**src/rtl/recover_pkg.sv**
```systemverilog
// recover_pkg: shared types and helpers for the recover_accum block.
//   state_e   : accumulator FSM states (S_IDLE, S_ACCUM)
//   mode_e    : reduction operation selector
//   log2_pow2 : log2 of a power-of-two elaboration parameter
package recover_pkg;

  typedef enum logic {
    S_IDLE  = 1'b0,
    S_ACCUM = 1'b1
  } state_e;

  typedef enum logic [1:0] {
    MODE_MEAN_TRUNC = 2'd0,
    MODE_MEAN_ROUND = 2'd1,
    MODE_MAX        = 2'd2,
    MODE_MIN        = 2'd3
  } mode_e;

  // Exact for powers of two; only used on elaboration-time constants.
  function automatic int unsigned log2_pow2(input int unsigned n);
    int unsigned r;
    int unsigned v;
    r = 0;
    v = n;
    while (v > 1) begin
      v = v >> 1;
      r = r + 1;
    end
    return r;
  endfunction

endpackage

```
**src/rtl/recover_reduce_step.sv**
```systemverilog
// recover_reduce_step: one combinational reduction step of recover_accum.
//   mode_i  : operation (sum for both means, running max or running min)
//   acc_i   : accumulator value before this element
//   elem_i  : pixel being consumed
//   first_i : element 0 seeds the accumulator instead of combining with it
//   acc_o   : accumulator value after this element
module recover_reduce_step
  import recover_pkg::*;
#(
  parameter int unsigned PIXEL_WIDTH = 8,
  parameter int unsigned ACC_WIDTH   = 10
) (
  input  mode_e                  mode_i,
  input  logic [ACC_WIDTH-1:0]   acc_i,
  input  logic [PIXEL_WIDTH-1:0] elem_i,
  input  logic                   first_i,
  output logic [ACC_WIDTH-1:0]   acc_o
);

  logic [ACC_WIDTH-1:0] elem_ext;

  assign elem_ext = ACC_WIDTH'(elem_i);

  // Seed on the first element, otherwise fold the element into the accumulator.
  always_comb begin
    acc_o = elem_ext;
    if (!first_i) begin
      case (mode_i)
        MODE_MEAN_TRUNC,
        MODE_MEAN_ROUND: acc_o = acc_i + elem_ext;
        MODE_MAX:        acc_o = (elem_ext > acc_i) ? elem_ext : acc_i;
        MODE_MIN:        acc_o = (elem_ext < acc_i) ? elem_ext : acc_i;
        default:         acc_o = elem_ext;
      endcase
    end
  end

endmodule

```
**src/rtl/recover_accum.sv**
```systemverilog
// recover_accum: reduces IMAGE_NUMBER pixels (one per cycle) to a mean
// (truncated or rounded), maximum or minimum.
//   clk, rst_n       : clock, synchronous active-low reset
//   calculate_start  : operation request, accepted when idle or on the finishing edge
//   mode             : 0 mean trunc, 1 mean round, 2 max, 3 min
//   images           : one pixel per image, snapshotted at start
//   calculate_busy   : high while accumulating
//   calculate_finish : one-cycle pulse alongside a new result
//   calculate_result : registered result, held until the next finish
module recover_accum
  import recover_pkg::*;
#(
  parameter int unsigned IMAGE_NUMBER = 4,
  parameter int unsigned PIXEL_WIDTH  = 8
) (
  input  logic                                     clk,
  input  logic                                     rst_n,
  input  logic                                     calculate_start,
  input  logic [1:0]                               mode,
  input  logic [IMAGE_NUMBER-1:0][PIXEL_WIDTH-1:0] images,
  output logic                                     calculate_busy,
  output logic                                     calculate_finish,
  output logic [PIXEL_WIDTH-1:0]                   calculate_result
);

  localparam int unsigned LOG2_N   = log2_pow2(IMAGE_NUMBER);
  localparam int unsigned ACC_W    = PIXEL_WIDTH + LOG2_N;
  localparam int unsigned IDX_W    = (LOG2_N > 0) ? LOG2_N : 1;
  localparam int unsigned HALF_N   = IMAGE_NUMBER / 2;
  localparam logic [IDX_W-1:0] LAST_IDX = IDX_W'(IMAGE_NUMBER - 1);

  // Parameter legality
  if ((IMAGE_NUMBER < 2) || (IMAGE_NUMBER > 64) ||
      ((IMAGE_NUMBER & (IMAGE_NUMBER - 1)) != 0)) begin : g_bad_image_number
    $error("recover_accum: IMAGE_NUMBER must be a power of two in 2..64");
  end
  if ((PIXEL_WIDTH < 1) || (PIXEL_WIDTH > 16)) begin : g_bad_pixel_width
    $error("recover_accum: PIXEL_WIDTH must be in 1..16");
  end

  state_e                                   state_q;
  logic [IDX_W-1:0]                         cnt_q;
  logic [ACC_W-1:0]                         acc_q;
  logic [IMAGE_NUMBER-1:0][PIXEL_WIDTH-1:0] snap_q;
  mode_e                                    mode_q;
  logic                                     finish_q;
  logic [PIXEL_WIDTH-1:0]                   result_q;

  logic [ACC_W-1:0]       acc_d;
  logic [ACC_W-1:0]       round_d;
  logic [PIXEL_WIDTH-1:0] result_d;

  // Single shared reduction step, fed from the snapshot in ascending order
  recover_reduce_step #(
    .PIXEL_WIDTH (PIXEL_WIDTH),
    .ACC_WIDTH   (ACC_W)
  ) u_step (
    .mode_i  (mode_q),
    .acc_i   (acc_q),
    .elem_i  (snap_q[cnt_q]),
    .first_i (cnt_q == '0),
    .acc_o   (acc_d)
  );

  // Final value includes the element consumed this cycle. The rounding add
  // cannot overflow ACC_W: N*(2^P-1) + N/2 < N*2^P.
  always_comb begin
    round_d  = acc_d + ACC_W'(HALF_N);
    result_d = PIXEL_WIDTH'(acc_d);
    case (mode_q)
      MODE_MEAN_TRUNC: result_d = PIXEL_WIDTH'(acc_d >> LOG2_N);
      MODE_MEAN_ROUND: result_d = PIXEL_WIDTH'(round_d >> LOG2_N);
      default:         result_d = PIXEL_WIDTH'(acc_d);
    endcase
  end

  // Control FSM. A start seen on the finishing edge reloads the snapshot and
  // stays in S_ACCUM, so a held start yields one result every IMAGE_NUMBER cycles.
  always_ff @(posedge clk) begin
    if (!rst_n) begin
      state_q  <= S_IDLE;
      cnt_q    <= '0;
      acc_q    <= '0;
      snap_q   <= '0;
      mode_q   <= MODE_MEAN_TRUNC;
      finish_q <= 1'b0;
      result_q <= '0;
    end else begin
      finish_q <= 1'b0;
      case (state_q)
        S_IDLE: begin
          if (calculate_start) begin
            snap_q  <= images;
            mode_q  <= mode_e'(mode);
            cnt_q   <= '0;
            acc_q   <= '0;
            state_q <= S_ACCUM;
          end
        end
        S_ACCUM: begin
          acc_q <= acc_d;
          cnt_q <= cnt_q + IDX_W'(1);
          if (cnt_q == LAST_IDX) begin
            result_q <= result_d;
            finish_q <= 1'b1;
            if (calculate_start) begin
              snap_q <= images;
              mode_q <= mode_e'(mode);
              cnt_q  <= '0;
              acc_q  <= '0;
            end else begin
              state_q <= S_IDLE;
            end
          end
        end
        default: state_q <= S_IDLE;
      endcase
    end
  end

  assign calculate_busy   = (state_q == S_ACCUM);
  assign calculate_finish = finish_q;
  assign calculate_result = result_q;

endmodule
```
**config.mk**
```make
export PLATFORM = sky130hd
export DESIGN_NAME = recover_accum
export DESIGN_NICKNAME = d
export VERILOG_FILES = /design/src/rtl/recover_pkg.sv /design/src/rtl/recover_reduce_step.sv /design/src/rtl/recover_accum.sv
export SDC_FILE = /design/constraint.sdc
export NUM_CORES = 1
export LEC_CHECK = 0
export ABC_AREA = 0
export CAP_MARGIN = 40
export CELL_PAD_IN_SITES_DETAIL_PLACEMENT = 0
export CELL_PAD_IN_SITES_GLOBAL_PLACEMENT = 1
export CORE_MARGIN = 1.5
export CORE_UTILIZATION = 48
export DETAILED_ROUTE_END_ITERATION = 8
export DONT_BUFFER_PORTS = 1
export GPL_TIMING_DRIVEN = 1
export HOLD_SLACK_MARGIN = 0.08
export PLACE_DENSITY_LB_ADDON = 0.2
export SLEW_MARGIN = 15
export SYNTH_ARGS = -nofsm -noshare
export SYNTH_HDL_FRONTEND = slang
export SYNTH_HIERARCHICAL = 1
export SYNTH_SLANG_ARGS = --single-unit
```
**constraint.sdc**
```tcl
create_clock -name clk -period 5.3 [get_ports clk]
set_clock_uncertainty 0.1 [all_clocks]
set_input_delay 1.59 -clock clk [delete_from_list [all_inputs] [get_ports clk]]
set_output_delay 1.59 -clock clk [all_outputs]
set_load 0.05 [all_outputs]
```
# Word-level counts from Yosys, hierarchy flattened
# Index checks and enable logic that the tools add are counted.
# totals
ff_bits	56
output_inout_bits	10
# op_classes
addsub	3
magnitude_cmp	3
n_eq_ne	6
n_mux	25
n_bitwise	1
reduce_logical	5
# op_table
op	count
2-to-1 mux 32 bit	2
case mux 32 bit (2 select lines)	1
2-to-1 mux 10 bit	6
case mux 10 bit (3 select lines)	1
case mux 10 bit (2 select lines)	1
binary-select mux 8 bit (select 2 bit)	1
case mux 8 bit (2 select lines)	1
adder 10 x 2 -> 10 bit, second input constant	1
adder 10 x 8 -> 10 bit	1
greater-than comparator 8 x 10 -> 1 bit	1
less-than comparator 8 x 10 -> 1 bit	1
2-to-1 mux 2 bit	5
2-to-1 mux 8 bit	1
case mux 2 bit (2 select lines)	2
equality test 2 bit, second input constant	3
zero test 2 bit	2
AND reduction 2 bit	2
less-than comparator 2 x 3 -> 1 bit, second input constant	1
2-to-1 mux 1 bit	3
adder 2 x 1 -> 2 bit, second input constant	1
equality test 2 x 1 -> 1 bit, second input constant	1
inequality test 2 x 1 -> 1 bit, second input constant	1
inequality test 2 bit, second input constant	1
case mux 1 bit (2 select lines)	1
2 further kinds	2

# Depth between registers and ports, before layout
# Gate-level depths: netlist of run 1.
# logic_depth
ltp_word	9
ltp_mapped	16
mapped_depth_nobuf	14

# Modules after synthesis
# Netlist of run 1, hierarchy kept.
# modules_own_cells
mod	n_inst	cells_per_inst	area_per_inst_um2	seq_area_each_um2
recover_accum	1	286	2650.0	1121.1
recover_reduce_step	1	133	908.4	0.0

# Worst setup path before layout of run 1
# Ideal clock, no wire load.
# synth_timing
kind	reg-to-reg
from	register cnt_q[0]
to	register result_q[3], in the netlist calculate_result[3]
setup_ps	101
arrival_ps	4146
required_time_ps	5099
slack_ps	953
stages_incl_launch_ff	14
synth_period_minus_slack_ps	4347
path_cell_list	dfxtp_1 buf_2 mux4_2 ha_1 a2111oi_0 a2111oi_0 o21ai_1 mux2i_2 mux2_2 a221oi_1 ha_1 nand3_1 nor3b_1 o41ai_1
# synth_between
elab_chain_len	8
word_cells_on_any_way	14
cone_classes	2 x add/sub; 2 x order compare; 1 x eq/ne; 7 x mux; 2 x reduce/logical
# synth_rtl
element	line_no	source
start: declaration	recover_accum.sv:42	logic [IDX_W-1:0] cnt_q;
start signal: assignment	recover_accum.sv:102	cnt_q <= cnt_q + IDX_W'(1);
binary-select mux 8 bit (select 2 bit)	recover_accum.sv:60	.elem_i (snap_q[cnt_q]),
2-to-1 mux 8 bit (implied by the code)	recover_accum.sv:60	
less-than comparator 8 x 10 -> 1 bit or greater-than comparator 8 x 10 -> 1 bit (tied branches)	recover_reduce_step.sv:32, recover_reduce_step.sv:31	
2-to-1 mux 10 bit (on tied branches)	recover_reduce_step.sv:32, recover_reduce_step.sv:31	
case mux 10 bit (3 select lines)	recover_reduce_step.sv:28	case (mode_i)
2-to-1 mux 10 bit (*)	recover_reduce_step.sv:27	if (!first_i) begin
net acc_d[2]	recover_accum.sv:49	logic [ACC_W-1:0] acc_d;
adder 10 x 2 -> 10 bit (*)	recover_accum.sv:68	round_d = acc_d + ACC_W'(HALF_N);
case mux 8 bit (2 select lines) (*)	recover_accum.sv:70	case (mode_q)
end signal: assignment	recover_accum.sv:104	result_q <= result_d;
end: declaration	recover_accum.sv:47	logic [PIXEL_WIDTH-1:0] result_q;
# Mark *: on every way through the listed nets, which the timed path passes. The rest lies on a longest branch. The select of a mux whose other input is x is not followed.
# A chain may end at the register's enable or synchronous reset.

# Worst setup path after layout of run 1
# Ends and elaborated chain as after synthesis.

==> flow_metrics.tcl, run 1 <==
set metrics [dict create \
    outcome "finished clean" \
    async_flop_share 0 \
    initial_core_util 0.493 \
    synthDistinctLibCells 58 \
    antenna_found_initial 0 \
    min_period_ns 4.43 \
    hold_viol 0 \
    muxShareOfSynthArea 0.0890 \
    ys.flop_type "dfxtp_1" \
    yosysWarnings 6 \
    grt_max_degree 58 \
    slowest_stage "dfxtp_1" \
    dp_hpwl_um 6110 \
    die_w_um 89.1 \
    synth.area.top_cells "dfxtp_1 32%, nand2_1 9.3%, ha_1 6.7%" \
    power_uw 914 \
    postCtsSetupBuffers 0 \
    dieHeight_um 89.1 \
    grt_use_total 0.208 \
    utilization 0.502 \
    ctsHoldBuffers 0 \
    swShare 0.314 \
    synth_seq_area_share 0.315 \
    synth_nets 476 \
    nFillCells 737 \
    cts_tree "done" \
    power.share.clock 0.263 \
    cp-end-kind "register" \
    dieArea_um2 7940 \
    p_switching_uw 287 \
    nets 464 \
    worst_slew_pin_slew_ns 0.875 \
    cp.required_ns 5.42 \
    synth_top_area_share 0.315 \
    pwr-share-comb 0.230 \
    pwr-share-seq 0.507 \
    cts_max_level 2 \
    crit_chain "mux4_2, ha_1, a2111oi_0, a2111oi_0, o21ai_1, mux2i_2, mux2_2, a221oi_1, buf_4, ha_1, nand3_1, nor3b_1, o41ai_1" \
    clockBufferDepth 2 \
    syn_to_final_growth_pct 1.83 \
    syn_area_um2 3560 \
    gp_congestion 0.906 \
    internal_power_uw 627 \
    num_antenna_cells 0 \
    rr_worst_depth 13 \
    fin_crit_sh 0.836 \
    cts.repair.resized 0 \
    clk_pin_slew_worst_paths_ns 0.11 \
    root_buffer "clkbuf_8" \
    worst_setup_path_start_kind "register" \
    power_density_nw_per_um2 252 \
    first_pass_iters 4 \
    clkLatencyLatePin_ns 0.31 \
    globalRouteOverflowTotal 0 \
    hp-class "register to register" \
    total_leakage_power_nw 1.34 \
    synth_top_family_by_area "simple AND/OR/NAND/NOR gates" \
    drv_slew 0 \
    cts_sinks 56 \
    crit_fanout 11 \
    ir_drop_v 0.000166 \
    worstSetupPathType "register to register" \
    holdPathStages 2 \
    portBuffers 0 \
    critPathMaxStageDelay_ns 0.72 \
    cts_made_buffers 5 \
    fmax_mhz 226 \
    via_per_inst 5.63 \
    synth_edf_count 0 \
    rows 31 \
    route.vias.total 2852 \
    arrival_ns 4.55 \
    avgRoutedWirePerCell_um 16.0 \
    max-slew-margin-rel 0.416 \
    drtAntennaViolNets 0 \
    ys_ff_latch 56 \
    finalSetupViolCount 0 \
    wl_um 8120 \
    drive_above_1_share 0.0809 \
    synthXorXnorAreaFrac 0.0197 \
    io_pins 47 \
    synth_top_cell_by_area "dfxtp_1" \
    rsz0062_at_grt "no" \
    drc_errors 0 \
    grt_pass1_vias 2475 \
    syn_avg_cell_area_um2 8.49 \
    synthAdderAreaFrac 0.0724 \
    drv_cap 0 \
    synth_cells 419 \
    yosys.area_share.simple 0.221 \
    tns_ns 0 \
    grt_pass1_wl_um 12700 \
    drt_iter0_markers 175 \
    core_area_um2 7210 \
    synth_compound_area_frac 0.201 \
]
==> cell usage in the layout, fill, tap and decap left out, types with 3 or more instances in the layout <==
cell type  instances
nand4_1            3
xnor2_1            4
buf_4              4
nand3b_1           3
o21ai_0            9
mux4_2             8
a31oi_1            4
o31ai_1            3
nor3_1             5
nand3_1            8
a22oi_1            9
a221oi_1           3
o211ai_1           4
nor2_1            19
mux2i_1           10
and3_1             3
clkbuf_8           5
dfxtp_1           56
nand2_1           88
ha_1              19
and2_1             5
xor2_1             4
a21boi_1          29
a21oi_1           16
a21boi_0           6
nor2b_1           12
nand2b_1           6
inv_1             22
or3_1              3
==> area by class of cell <==
class	instances	area (um^2)	area share
Clock buffer	5	68.8	0.0190
Sequential cell	56	1120	0.309
Inverter	22	82.6	0.0228
Timing Repair Buffer	6	56.3	0.0155
Tap cell	99	124	0.0342
Multi-Input combinational cell	316	2150	0.593
Clock inverter	3	21.3	0.00587
==> flip-flops by register name (all words and copies together), names as in the netlist <==
| signal | count |
|---|---|
| acc_q | 10 |
| calculate_finish | 1 |
| cnt_q | 2 |
| mode_q | 2 |
| calculate_busy | 1 |
| snap_q | 32 |
| calculate_result | 8 |
==> worst max-delay path, delay by kind of cell, from the launching register on <==
kind | cells | cell delay [ns]
simple gates | 2 | 0.29
mux | 3 | 1.26
flops | 1 | 0.72
buf+inv | 1 | 0.20
compound gates | 5 | 1.16
fa+ha+maj | 2 | 0.62
==> power by group through the flow <==
stage	combinational, mW	clock (mW)	sequential (mW)
floorplan	0.188	0	0.461
global placement	0.205	0	0.475
detailed placement	0.210	0	0.473
CTS	0.211	0.246	0.464
global route	0.233	0.265	0.467
finish	0.211	0.240	0.463
==> Yosys cell counts (5+ instances only) <==
master / count
a21boi_0: 6
a21oi_1: 16
nand2_1: 88
a22oi_1: 9
dfxtp_1: 56
buf_6: 9
clkbuf_1: 9
nor3_1: 5
ha_1: 19
inv_1: 22
a21boi_1: 29
nor2_1: 19
and2_1: 5
o21ai_0: 9
mux4_2: 8
nand3_1: 8
nand2b_1: 6
nor2b_1: 13
mux2i_1: 10
==> cell families after synthesis <==
| kind of cell | count (synthesis) |
|---|---|
| adders and majority gates | 20 |
| xor gates and xnor gates | 8 |
| muxes | 21 |
| and+or+nand+nor | 167 |
| buffers and inverters | 47 |
| AOI/OAI and AO/OA | 100 |
| DFF | 56 |
==> per-stage QoR <==
| step | cells | hold slack [ns] | instance area, um^2 | worst slack, ns |
|---|---|---|---|---|
| after floorplan | 419 | 0.332 | 3560 | 0.953 |
| after global placement | 497 | 0.342 | 3510 | 0.926 |
| after detailed placement | 499 | 0.347 | 3530 | 0.895 |
| after CTS | 507 | 0.361 | 3620 | 0.854 |
| after global routing | 507 | 0.381 | 3620 | 0.450 |
| final | 507 | 0.358 | 3620 | 0.870 |
==> routing by layer <==
metal | part of all wire | vias up | track usage
met4 | 0.0062 | 0 | 0.0392
li1 | - | 1433 | -
met5 | 0 | - | 0
met1 | 0.49 | 1364 | 0.299
met3 | 0.029 | 6 | 0.0305
met2 | 0.48 | 49 | 0.334
==> path summary, 6_finish.rpt <==
path / from / to / slack [ns]
worst min register to register: snap_q[24]$_SDFFE_PN0P_ / snap_q[24]$_SDFFE_PN0P_ / 0.36
worst min-delay path: snap_q[24]$_SDFFE_PN0P_ / snap_q[24]$_SDFFE_PN0P_ / 0.36
worst max-delay path: cnt_q[0]$_SDFFE_PN0P_ / calculate_result[3]$_SDFFE_PN0P_ / 0.87
worst max register to register: cnt_q[0]$_SDFFE_PN0P_ / calculate_result[3]$_SDFFE_PN0P_ / 0.87
Power figures use the tool's default switching activity.
==> run 2: changes to the inputs <==
ABC_AREA = 1   (was 0)
CORE_UTILIZATION = 45   (was 48)
clock period = 4.4 ns   (was 5.3 ns; I/O delays follow)
==> run 2 against run 1 <==
Net effect: cell area barely moved; sequential cell count did not move; synthesized cell count rose by 28%; worst hold slack improved by 0.033 ns; critical path depth rose by 8; wire length rose by 8.4%; power rose by 38%; area after synthesis fell by 2.1%; clock power rose by 22%; clock-buffer cell count did not move; maximum frequency rose by 15%; worst setup slack got worse by 0.33 ns; critical endpoint is now calculate_result[5]$_SDFFE_PN0P_.
==> flow_metrics.tcl, run 2 <==
set metrics [dict create \
    outcome "finished clean" \
    num_antenna_cells 0 \
    ys_ff_latch 56 \
    place_ws_ns 0.391 \
    synth_top_area_share 0.322 \
    antenna_found_initial 0 \
    hp-class "register to register" \
    grt_max_degree 42 \
    grt_pass1_wl_um 14600 \
    ctsHoldBuffers 0 \
    clkLatencyLatePin_ns 0.31 \
    nFillCells 783 \
    arrival_ns 3.95 \
    drv_cap 0 \
    io_pins 47 \
    synth_top_cell_by_area "dfxtp_1" \
    synth.area.top_cells "dfxtp_1 32%, nor2_1 12%, nand2_1 10%" \
    syn_to_final_growth_pct 3.99 \
    cp.required_ns 4.49 \
    cts_made_buffers 5 \
    min_period_ns 3.86 \
    hold_viol 0 \
    route.vias.total 3255 \
    rsz0062_at_grt "no" \
    finalSetupViolCount 0 \
    clk_pin_slew_worst_paths_ns 0.11 \
    first_pass_iters 4 \
    rr_worst_depth 21 \
    via_per_inst 5.20 \
    drive_above_1_share 0.0778 \
    pwr-share-comb 0.313 \
    cts_max_level 2 \
    worst_setup_path_start_kind "register" \
    cts_sinks 56 \
    worst_slew_pin_slew_ns 0.748 \
    synth_edf_count 0 \
    drv_slew 0 \
    async_flop_share 0 \
    cp-end-kind "register" \
    regMostFlops "snap_q" \
    drtAntennaViolNets 0 \
    drc_errors 0 \
    cts_tree "done" \
    r2r_start "cnt_q[0]$_SDFFE_PN0P_" \
    crit_path_start "cnt_q[0]$_SDFFE_PN0P_" \
    grt_pass1_vias 3044 \
    yosysWarnings 6 \
    drt_iter0_markers 203 \
    gp_congestion 0.887 \
    power_density_nw_per_um2 348 \
    holdPathStages 2 \
    ir_drop_v 0.000222 \
    rows 31 \
    postCtsSetupBuffers 0 \
    synth_nets 594 \
    p_switching_uw 478 \
    tns_ns 0 \
    dieArea_um2 8270 \
    synth_cells 537 \
    pwr-share-seq 0.456 \
    dieHeight_um 91.0 \
    setup_ws_ns 0.536 \
    worstSetupEndpoint "calculate_result[5]$_SDFFE_PN0P_" \
    grt_use_total 0.218 \
    cts.repair.resized 0 \
    final_common_cell "nor2_1" \
    worstSetupPathType "register to register" \
    r2r_slack_ns 0.54 \
    portBuffers 0 \
    clockBufferDepth 2 \
    yosysMostFrequentCell "nor2_1" \
    largest_reg_flops 32 \
    fmax_mhz 259 \
    synth_seq_area_share 0.322 \
    wl_um 8800 \
    crit_fanout 19 \
    avgRoutedWirePerCell_um 14.1 \
    nets 583 \
    swShare 0.379 \
    power_mw 1.26 \
    globalRouteOverflowTotal 0 \
    total_leakage_power_nw 1.64 \
    fin_crit_sh 0.878 \
    ys_top_cells_by_count "110 x nor2_1, 94 x nand2_1, 56 x dfxtp_1, 51 x inv_1, 48 x o21ai_0" \
    final_cell_mix "110 x nor2_1, 94 x nand2_1, 55 x dfxtp_1, 51 x inv_1, 48 x o21ai_0" \
    r2r-end "calculate_result[5]$_SDFFE_PN0P_" \
    internal_power_uw 783 \
    core_area_um2 7370 \
    die_w_um 91.0 \
    initial_core_util 0.472 \
    max-slew-margin-rel 0.500 \
    synthDistinctLibCells 30 \
    power.share.clock 0.232 \
    dp_hpwl_um 6680 \
    ys.flop_type "dfxtp_1" \
    syn_avg_cell_area_um2 6.48 \
    syn_area_um2 3480 \
    root_buffer "clkbuf_8" \
]
[run 2: cell types whose count changed after synthesis, sizes merged, moves of 11 or more]
cell	previous run	this run
mux2i	11	0
a21oi	16	44
nor2b	13	0
inv	22	55
o21ai	10	67
nand3	9	30
nor2	19	116
nand2	89	104
a21boi	37	0
[run 2: worst max-delay path, cell delays in order (launching register included)]
cell and delay (ns):
dfxtp_2 0.43, inv_2 0.26, o21ai_0 0.13, o22ai_1 0.46, ha_1 0.40, nand2_1 0.09
nand2_1 0.11, nand3_4 0.13, nand3_4 0.11, nand2_2 0.11, nand2_4 0.07, a21oi_1 0.14
nor2_1 0.06, nor2_1 0.31, ha_1 0.26, nand3_2 0.11, nor2_2 0.15, nand2_1 0.06
nand2_1 0.06, nand3_1 0.06, nand2_1 0.07, a21oi_1 0.05
[run 2: area by class of cell]
type                            count  area, um^2  area share
Clock buffer                        5        68.8      0.0190
Sequential cell                    56        1120       0.310
Inverter                           57         214      0.0591
Clock inverter                      3        21.3     0.00587
Tap cell                           99         124      0.0342
Multi-Input combinational cell    404        2060       0.568
Timing Repair Buffer                2        15.0     0.00415
[run 2: worst min-delay path by stage]
stage                                  from                      end
finish              snap_q[13]$_SDFFE_PN0P_  snap_q[13]$_SDFFE_PN0P_
global route         snap_q[8]$_SDFFE_PN0P_   snap_q[8]$_SDFFE_PN0P_
CTS                  snap_q[8]$_SDFFE_PN0P_   snap_q[8]$_SDFFE_PN0P_
detailed placement   snap_q[8]$_SDFFE_PN0P_   snap_q[8]$_SDFFE_PN0P_
global placement    snap_q[13]$_SDFFE_PN0P_  snap_q[13]$_SDFFE_PN0P_
floorplan           snap_q[19]$_SDFFE_PN0P_  snap_q[19]$_SDFFE_PN0P_
[run 2: cell families after synthesis]
family / share of synthesized area
AOI/OAI and AO/OA: 0.185
buffers and inverters: 0.0877
adders and majority gates: 0.0740
and+or+nand+nor: 0.331
DFF: 0.322
[run 2: metal layers]
layer  up-vias  GRT usage  wire (um)
met2        77      0.335       3850
met5         -          0          0
li1       1711          -          -
met3         6     0.0394        477
met1      1461      0.309       4390
met4         0     0.0612         80
[run 2: power groups by stage]
stage	clock network, mW	registers, mW	logic (mW)
finish	0.292	0.575	0.394
global route	0.321	0.579	0.450
detailed placement	0	0.585	0.393
floorplan	0	0.572	0.324
CTS	0.301	0.574	0.395
global placement	0	0.585	0.389
[run 2: through the flow]
step | hold slack (ns) | cell area, um^2 | util | std cells
after floorplan | 0.349 | 3480 | - | 537
after global routing | 0.411 | 3620 | 0.491 | 626
after global placement | 0.367 | 3530 | 0.479 | 618
final | 0.391 | 3620 | 0.491 | 626
after detailed placement | 0.369 | 3530 | 0.479 | 618
after CTS | 0.393 | 3620 | 0.491 | 626
==> run 3: changes to the inputs <==
PLACE_DENSITY = 0.78   (was default)
PLACE_DENSITY_LB_ADDON = default   (was 0.2)
==> run 3 against run 2 <==
Net effect: utilization is 0.27 points higher; highest routed layer unchanged; first-iteration DRC count down 17%; power rose by 1.2%; critical endpoint unchanged.
==> flow_metrics.tcl, run 3 (synthesis gave the netlist of run 2 again) <==
set metrics [dict create \
    final_cell_mix "110 x nor2_1, 94 x nand2_1, 55 x dfxtp_1, 51 x inv_1, 48 x o21ai_0" \
    seq_area_um2 1120 \
    worst_slew_pin_slew_ns 0.611 \
    min_period_ns 3.84 \
    layout.cells.non_filler 628 \
    pwr-share-seq 0.449 \
    via_per_inst 5.23 \
    outcome "finished clean" \
    clockBufferDepth 2 \
    power_density_nw_per_um2 351 \
    nets 585 \
    drc_errors 0 \
    final_common_cell "nor2_1" \
    root_buffer "clkbuf_8" \
    globalRouteOverflowTotal 0 \
    route.vias.total 3285 \
    drv_cap 0 \
    first_pass_iters 5 \
    gp_congestion 0.903 \
    path_buf_inv 1 \
    placedCellCount 619 \
    crit_family "simple AND/OR/NAND/NOR gates" \
    crit_fanout 19 \
    hold_viol 0 \
    path_depth 21 \
    power.share.clock 0.233 \
    cp.required_ns 4.48 \
    io_pins 47 \
    clk_pin_slew_worst_paths_ns 0.11 \
    cts_tree "done" \
    max-slew-margin-rel 0.592 \
    rsz0062_at_grt "no" \
    wl_um 9070 \
    die_w_um 91.0 \
    fmax_mhz 260 \
    core_area_um2 7370 \
    grt_use_total 0.227 \
    holdPathStages 2 \
    drtAntennaViolNets 0 \
    worst_setup_path_start_kind "register" \
    fin_crit_sh 0.873 \
    drive_above_1_share 0.0813 \
    initial_core_util 0.472 \
    ir_drop_v 0.000161 \
    largest_reg_flops 32 \
    num_antenna_cells 0 \
    slowest_stage "o22ai_1" \
    drv_slew 0 \
    regMostFlops "snap_q" \
    portBuffers 0 \
    total_leakage_power_nw 1.64 \
    postCtsSetupBuffers 0 \
    avgRoutedWirePerCell_um 14.4 \
    path_common_cell "nand2_1" \
    drt_iter0_markers 169 \
    dieArea_um2 8270 \
    grt_pass1_vias 3060 \
    grt_max_degree 42 \
    grt_pass1_wl_um 15200 \
    antenna_found_initial 0 \
    dp_hpwl_um 6720 \
    multi_input_area_um2 2060 \
    rows 31 \
    swShare 0.382 \
    syn_to_final_growth_pct 4.56 \
    p_switching_uw 487 \
    rr_worst_depth 21 \
    dieHeight_um 91.0 \
    crit_chain "inv_2, o21ai_0, o22ai_1, ha_1, nand2_1, nand2_1, nand3_4, nand4_1, nand2_4, nand2_1, nand2_1, nor2_1, nor2_1, ha_1, nand3_2, nor2_2, nand2_1, nand2_1, nand3_1, nand2_1, a21oi_1" \
    cts_made_buffers 5 \
    arrival_ns 3.92 \
    internal_power_uw 789 \
    finalSetupViolCount 0 \
    pwr-share-comb 0.317 \
    cp-end-kind "register" \
    tns_ns 0 \
    hp-class "register to register" \
    worstSetupPathType "register to register" \
    clkLatencyLatePin_ns 0.31 \
    critPathMaxStageDelay_ns 0.44 \
    nFillCells 803 \
    cts_max_level 2 \
    cts_sinks 56 \
]
[run 3: changes by cell type in the layout (fill, tap and decap cells not counted)]
cell and change:
inv_6 -1, clkinvlp_4 +1, buf_4 +2, clkinv_2 -1, inv_8 +1
[run 3: area by class of cell]
class | instances | share of cell area
clock buffers | 5 | 0.0189
clock inverters | 3 | 0.00722
inverters | 57 | 0.0588
multi-input cells | 404 | 0.565
flip-flops and latches | 56 | 0.308
well taps | 99 | 0.0340
repair buffers | 4 | 0.00825
[run 3: stage by stage]
step / utilization / hold WS, ns / setup slack, ns / cell area [um^2] / power (mW)
after floorplan: - / 0.349 / 1.15 / 3480 / 0.896
after global placement: 0.480 / 0.370 / 0.554 / 3540 / 0.982
after detailed placement: 0.480 / 0.378 / 0.382 / 3540 / 0.984
after CTS: 0.493 / 0.401 / 0.383 / 3630 / 1.28
after global routing: 0.494 / 0.420 / 0.130 / 3640 / 1.37
final: 0.494 / 0.396 / 0.560 / 3640 / 1.28
[run 3: per-layer routing]
| metal | part of all wire | vias up | track usage |
|---|---|---|---|
| met5 | 0 | - | 0 |
| met4 | 0.011 | 0 | 0.0469 |
| met3 | 0.054 | 9 | 0.0385 |
| met2 | 0.43 | 73 | 0.350 |
| met1 | 0.51 | 1486 | 0.330 |
| li1 | - | 1717 | - |
[run 3: power groups by stage]
stage                     clock network, mW  logic, mW  registers, mW
after floorplan                           0      0.324          0.572
after global placement                    0      0.397          0.585
after detailed placement                  0      0.400          0.585
after CTS                             0.308      0.402          0.573
after global routing                  0.332      0.458          0.578
final                                 0.298      0.405          0.574
[run 3: worst reg2reg max path: stages (launching register included)]
cell	delay, ns
dfxtp_2	0.43
inv_2	0.26
o21ai_0	0.12
o22ai_1	0.44
ha_1	0.39
nand2_1	0.09
nand2_1	0.10
nand3_4	0.12
nand4_1	0.14
nand2_4	0.17
nand2_1	0.07
nand2_1	0.07
nor2_1	0.04
nor2_1	0.32
ha_1	0.27
nand3_2	0.12
nor2_2	0.16
nand2_1	0.07
nand2_1	0.06
nand3_1	0.06
nand2_1	0.07
a21oi_1	0.05
[run 3: final timing paths]
check,from,end,slack (ns)
max,cnt_q[0]$_SDFFE_PN0P_,calculate_result[5]$_SDFFE_PN0P_,0.56
min reg2reg,snap_q[10]$_SDFFE_PN0P_,snap_q[10]$_SDFFE_PN0P_,0.40
min,snap_q[10]$_SDFFE_PN0P_,snap_q[10]$_SDFFE_PN0P_,0.40
max reg2reg,cnt_q[0]$_SDFFE_PN0P_,calculate_result[5]$_SDFFE_PN0P_,0.56
[run 3: repair_timing]
action	4_1_cts	5_1_grt
hold buffers	0	0
endpoints found under the setup margin	0	2
resized for setup	0	1
